<file path="src/rtl/fp_mult_sched.sv">
// rtl/fp_mult_sched.sv - round-robin scheduler sharing one byte-serial FP64 multiplier among N requesters
module fp_mult_sched #(
    parameter int N       = 4,
    parameter int IDW     = 2,
    parameter int TIMEOUT = 32
) (
    input  logic              CLK,
    input  logic              RESET_N,
    input  logic [N-1:0]      REQ_VALID,
    output logic [N-1:0]      REQ_READY,
    input  logic [N*64-1:0]   REQ_A,
    input  logic [N*64-1:0]   REQ_B,
    output logic              RSP_VALID,
    input  logic              RSP_READY,
    output logic [IDW-1:0]    RSP_ID,
    output logic [63:0]       RSP_DATA,
    output logic              RSP_TIMEOUT,
    output logic              MUL_RESET,
    output logic              MUL_ENABLE,
    output logic [7:0]        MUL_DATA_IN,
    input  logic [7:0]        MUL_DATA_OUT,
    input  logic              MUL_READY,
    output logic              BUSY
);

    localparam int WCW = $clog2(TIMEOUT + 1);
    localparam logic [63:0] TIMEOUT_NAN = 64'h7FF8_0000_0000_0000;

    typedef enum logic [2:0] {IDLE, LOAD, WAIT, COLLECT, RESP} state_t;

    state_t           state;
    logic [IDW-1:0]   rr_ptr;
    logic [127:0]     sreg;
    logic [3:0]       byte_cnt;
    logic [WCW-1:0]   wait_cnt;
    logic [2:0]       out_cnt;

    logic             found;
    logic [IDW-1:0]   gnt;
    logic [N-1:0]     gnt_oh;
    logic [63:0]      a_sel;
    logic [63:0]      b_sel;
    logic [2*N-1:0]   dbl;
    logic [N-1:0]     rot;
    int               gi;

    // Rotate the request vector so bit 0 is the requester just after rr_ptr.
    always_comb begin
        found  = 1'b0;
        gnt    = '0;
        gnt_oh = '0;
        a_sel  = '0;
        b_sel  = '0;
        gi     = 0;
        dbl    = {REQ_VALID, REQ_VALID} >> (int'(rr_ptr) + 1);
        rot    = dbl[N-1:0];
        for (int k = 0; k < N; k++) begin
            if (!found && rot[k]) begin
                found = 1'b1;
                gi    = int'(rr_ptr) + 1 + k;
                if (gi >= N) gi = gi - N;
                gnt   = IDW'(gi);
            end
        end
        for (int i = 0; i < N; i++) begin
            if (found && gnt == IDW'(i)) begin
                gnt_oh[i] = 1'b1;
                a_sel     = REQ_A[i*64 +: 64];
                b_sel     = REQ_B[i*64 +: 64];
            end
        end
    end

    always_ff @(posedge CLK or negedge RESET_N) begin
        if (!RESET_N) begin
            state       <= IDLE;
            rr_ptr      <= IDW'(N - 1);
            sreg        <= '0;
            byte_cnt    <= '0;
            wait_cnt    <= '0;
            out_cnt     <= '0;
            REQ_READY   <= '0;
            RSP_VALID   <= 1'b0;
            RSP_ID      <= '0;
            RSP_DATA    <= '0;
            RSP_TIMEOUT <= 1'b0;
            MUL_RESET   <= 1'b1;
            MUL_ENABLE  <= 1'b0;
            MUL_DATA_IN <= '0;
            BUSY        <= 1'b0;
        end else begin
            REQ_READY <= '0;
            case (state)
                IDLE: begin
                    MUL_RESET <= 1'b1;
                    if (found) begin
                        REQ_READY   <= gnt_oh;
                        sreg        <= {a_sel, b_sel};
                        rr_ptr      <= gnt;
                        RSP_ID      <= gnt;
                        MUL_RESET   <= 1'b0;
                        MUL_ENABLE  <= 1'b1;
                        MUL_DATA_IN <= a_sel[63:56];
                        byte_cnt    <= '0;
                        BUSY        <= 1'b1;
                        state       <= LOAD;
                    end
                end
                LOAD: begin
                    byte_cnt <= byte_cnt + 1'b1;
                    if (byte_cnt == 4'd15) begin
                        MUL_ENABLE  <= 1'b0;
                        MUL_DATA_IN <= '0;
                        wait_cnt    <= '0;
                        state       <= WAIT;
                    end else begin
                        MUL_DATA_IN <= sreg[119:112];
                        sreg        <= {sreg[119:0], 8'h00};
                    end
                end
                WAIT: begin
                    wait_cnt <= wait_cnt + 1'b1;
                    if (MUL_READY) begin
                        RSP_DATA[63:56] <= MUL_DATA_OUT;
                        out_cnt         <= 3'd1;
                        state           <= COLLECT;
                    end else if (wait_cnt >= WCW'(TIMEOUT - 1)) begin
                        RSP_DATA    <= TIMEOUT_NAN;
                        RSP_TIMEOUT <= 1'b1;
                        RSP_VALID   <= 1'b1;
                        state       <= RESP;
                    end
                end
                COLLECT: begin
                    wait_cnt <= wait_cnt + 1'b1;
                    if (MUL_READY) begin
                        RSP_DATA[{3'd7 - out_cnt, 3'b000} +: 8] <= MUL_DATA_OUT;
                        out_cnt <= out_cnt + 1'b1;
                        if (out_cnt == 3'd7) begin
                            RSP_VALID   <= 1'b1;
                            RSP_TIMEOUT <= 1'b0;
                            state       <= RESP;
                        end
                    end else if (wait_cnt >= WCW'(TIMEOUT - 1)) begin
                        RSP_DATA    <= TIMEOUT_NAN;
                        RSP_TIMEOUT <= 1'b1;
                        RSP_VALID   <= 1'b1;
                        state       <= RESP;
                    end
                end
                RESP: begin
                    // Multiplier stays out of reset until the response is taken.
                    if (RSP_READY) begin
                        RSP_VALID <= 1'b0;
                        MUL_RESET <= 1'b1;
                        BUSY      <= 1'b0;
                        state     <= IDLE;
                    end
                end
                default: state <= IDLE;
            endcase
        end
    end

endmodule

</file>
<file path="config.mk">
export PLATFORM = sky130hd
export DESIGN_NAME = fp_mult_sched
export DESIGN_NICKNAME = d
export VERILOG_FILES = /design/src/rtl/fp_mult_sched.sv
export SDC_FILE = /design/constraint.sdc
export NUM_CORES = 1
export LEC_CHECK = 0
export ABC_AREA = 0
export CAP_MARGIN = 40
export CORE_AREA = 2 2 236 238
export CTS_CLUSTER_SIZE = 28
export DETAILED_ROUTE_END_ITERATION = 6
export DIE_AREA = 0 0 238 240
export PLACE_DENSITY_LB_ADDON = 0.05
export REMOVE_ABC_BUFFERS = 1
export SETUP_SLACK_MARGIN = 0.02
export SLEW_MARGIN = 25
export SYNTH_ARGS = -nofsm -noshare
export SYNTH_HDL_FRONTEND = slang
export SYNTH_SLANG_ARGS = --single-unit
export TNS_END_PERCENT = 20
</file>
<file path="constraint.sdc">
create_clock -name CLK -period 2.6 [get_ports CLK]
set_clock_uncertainty 0.1 [all_clocks]
set_input_delay 0.52 -clock CLK [delete_from_list [all_inputs] [get_ports CLK]]
set_output_delay 0.52 -clock CLK [all_outputs]
set_load 0.01 [all_outputs]
</file>
==> summary.md <==
| Metric | Value |
|---|---|
| Worst setup SP type | flip-flop |
| Synth top cells by count | dfrtp_1, clkbuf_1, a21oi_1 |
| Core footprint | between 50000 and 60000 µm² |
| Register area share after synthesis | 35.6% |
| Starting density of the core | 28.4% |
| Clock Pin Slew Worst Setup and Hold Paths | ~0.06 ns |
| Final instance area | 25100 µm² |
| Netlist cell types | 65 |
| Worst Hold End | RSP_ID[1] |
| Hold Path Class | flip-flop to flip-flop |
| Tot GR Track Use | roughly 30% |
| Cell area after synthesis | between 15000 and 20000 µm² |
| Syn Inst Count | ~1800 |
| Max cap viols | 0 |
| RSZ-0062 raised after global routing | yes |
| Global-route wire length before repair | 128 mm |
| WS Path Type | flip-flop to flip-flop |
| Async set-reset flop share out of synthesis | between 90% and 100% |
| Gp weighted congestion | between 0.8 and 0.9 |
| WP data required | slightly below 3 ns |
| Power consumption | 26.7 mW |
| Top-area cell type share of the netlist area | 35.1% |
| Fill count | around 5300 |
| R2R Setup Slk | roughly 0.076 ns |
| Fin crit share | between 90 and 100% |
| Total I/O pin count | 611 |
| Slew Viols, Final | 0 |
| Final number of hold-violating endpoints | 0 |
| Status | completed |
| Fmax | 396 MHz |
| EDFF count, synth | 0 |
| Max_slew headroom | between 40% and 50% |
| Worst-Margin Slew | between 0.8 and 0.9 ns |
| Die ar. | about 57000 µm² |
| DP Area | 23800 µm² |
| Worst-case reg-to-reg path depth | 7 |
| Final TNS setup | 0 ns |
| Synth top area cells | dfrtp_1, a211o_1, a2111oi_0, o32ai_1, nand3b_1 |
| HP Start | RSP_ID[1] |
| Synthesis-to-layout area growth | 61.6% |
| CTS Buf Count | 29 |
| Routed wire length | just under 90 mm |
| # DRC | 0 |
| Leak Pwr | 9.28 nW |
| Total grt overflow | 0 |
| CTS tree | done |
| Largest net degree at the start of global routing | ~110 |
| Worst hold stages | 2 |
| DR vias | ~19000 |
| Worst Path Arrival | ~2.9 ns |
| DIE HEIGHT | ~240 µm |
| Count leader, synth | dfrtp_1 |
| Most used DFF post-synth | dfrtp_1 |
| Routed Antenna Nets | 0 |
| Reg2Reg Capture Point | sreg[26] |
| Final HPWL DP | between 60 and 70 mm |
| Max VDD drop | around 620 µV |
| Power Dens Cells | 1060 nW/µm² |
| Width of the die | about 240 µm |
| # rows | 86 |
| Nets | just under 3000 |
| Top cell type by total area after synthesis | dfrtp_1 |
| DR vias/cell | a little under 6 |
| Port Buffers | just over 600 |
| H-tree levels | 1 |
| DRT iter0 DRCs | roughly 1600 |
| Reg-to-Reg Start | state[2] |
| Worst setup EP type | flip-flop |
| Syn Area/Cell | just under 9 µm² |
| Setup-failing EPs final | 0 |
| Antenna violations before repair | 39 |
| CP max FO | 17 |
| Min Tclk post-route | 2.52 ns |
| Clock Latency Late Sink | between 0.5 and 0.6 ns |
| Maximum clock path buffer count | 3 |
| Clk root buf | clkbuf_16 |
| Yosys reg bits | 221 |
| Layout cells sized above 1 | between 10 and 15% |
| First-pass detailed-route iteration total | 5 |
| Vias in the first global route | roughly 19000 |
| Drt wl/cell | between 20 and 30 µm |
| YS warnings | 0 |
| CTS sink count | ~220 |
-- layout make-up --
cell class / count / area (µm²) / area share, %
Sequential cell: 221 / 5530 / 22.0
Clock inverter: 12 / 204 / 0.811
Tap cell: 704 / 881 / 3.50
Antenna cell: 30 / 75.1 / 0.299
Timing Repair Buffer: 799 / 8240 / 32.8
Clock buffer: 41 / 831 / 3.31
Multi-Input combinational cell: 1243 / 8920 / 35.5
Inverter: 118 / 443 / 1.76
-- per-layer routing --
layer / global-route usage, % / vias up / part of all wire [%]
met5: 0 / - / 0.18
li1: - / 8388 / -
met3: 7.62 / 170 / 8.6
met2: 50.0 / 861 / 48
met1: 36.7 / 9439 / 39
met4: 10.3 / 24 / 3.4
-- flip-flops by register name, summed over array words and instances (netlist names) --
| name | cells |
|---|---|
| RSP_TIMEOUT | 1 |
| REQ_READY | 4 |
| BUSY | 1 |
| rr_ptr | 2 |
| sreg | 120 |
| wait_cnt | 6 |
| MUL_ENABLE | 1 |
| RSP_DATA | 64 |
| RSP_VALID | 1 |
| RSP_ID | 2 |
| MUL_DATA_IN | 8 |
| state | 3 |
| MUL_RESET | 1 |
| out_cnt | 3 |
| byte_cnt | 4 |
-- worst max-delay path, cell delays in order (launching register included) --
cell and delay [ns]:
dfrtp_1 0.39, or3b_4 0.46, nor2_4 0.25, buf_12 0.21
buf_4 0.19, a21oi_1 0.13, a2111oi_1 0.50, nor3_1 0.13
-- stage by stage --
stage               hold slack (ns)  setup slack, ns  utilization [%]  std cells
floorplan                     0.124            -4.72                -       1582
global placement              0.364           -0.422             43.5       3079
detailed placement            0.370           -0.490             43.5       3079
CTS                           0.385           0.0307             45.5       3135
global route                  0.410         -0.00509             45.9       3159
finish                        0.381           0.0759             46.0       3168
-- cells by family after synthesis --
kind of cell,count (synthesis),synth area share (%)
compound gates,740,35.7
simple gates,486,19.2
buf+inv,322,8.32
flops,221,35.6
mux,9,0.587
xor+xnor,4,0.225
fa+ha+maj,4,0.322
-- layout by cell type (no fill, tap or decap), drive strengths merged, types with 13 or more instances in the layout --
master,count
nand2,46
o32ai,111
o221ai,17
inv,120
nor2,43
buf,188
clkdlybuf4s50,608
o21ai,35
a22o,34
a22oi,15
nand3b,111
clkbuf,42
a31oi,115
a21oi,132
nor3,122
nor3b,111
diode,30
dfrtp,218
o2bb2ai,13
a2111oi,111
a211o,113
-- worst max path at each step --
| stage | start | endpoint | slack [ns] | depth (start not counted) |
|---|---|---|---|---|
| 2_1_floorplan | REQ_VALID[0] | MUL_DATA_IN[0] | -4.72 | 5 |
| 3_3_place_gp | REQ_VALID[1] | sreg[94] | -0.42 | 8 |
| 3_5_place_dp | REQ_VALID[1] | sreg[87] | -0.49 | 8 |
| 4_1_cts | byte_cnt[0] | sreg[83] | 0.03 | 8 |
| 5_1_grt | rr_ptr[1] | sreg[31] | -0.005 | 6 |
| 6_report | state[2] | sreg[26] | 0.08 | 7 |
-- report_power, final --
group          switching, mW  internal (mW)
logic                   9.11           7.07
registers              0.997           5.04
clock network           1.78           2.72
-- timing repair --
action / in CTS / in global routing
setup buffers: 1 / 1
cloned: 1 / 1
hold buffers: 1 / 0
hold endpoints to repair: 44 / 0
endpoints found under the setup margin: 2 / 72
pin swaps: 1 / 0
resized for setup: 1 / 45
No activity file was read; power rests on OpenSTA's default activity.
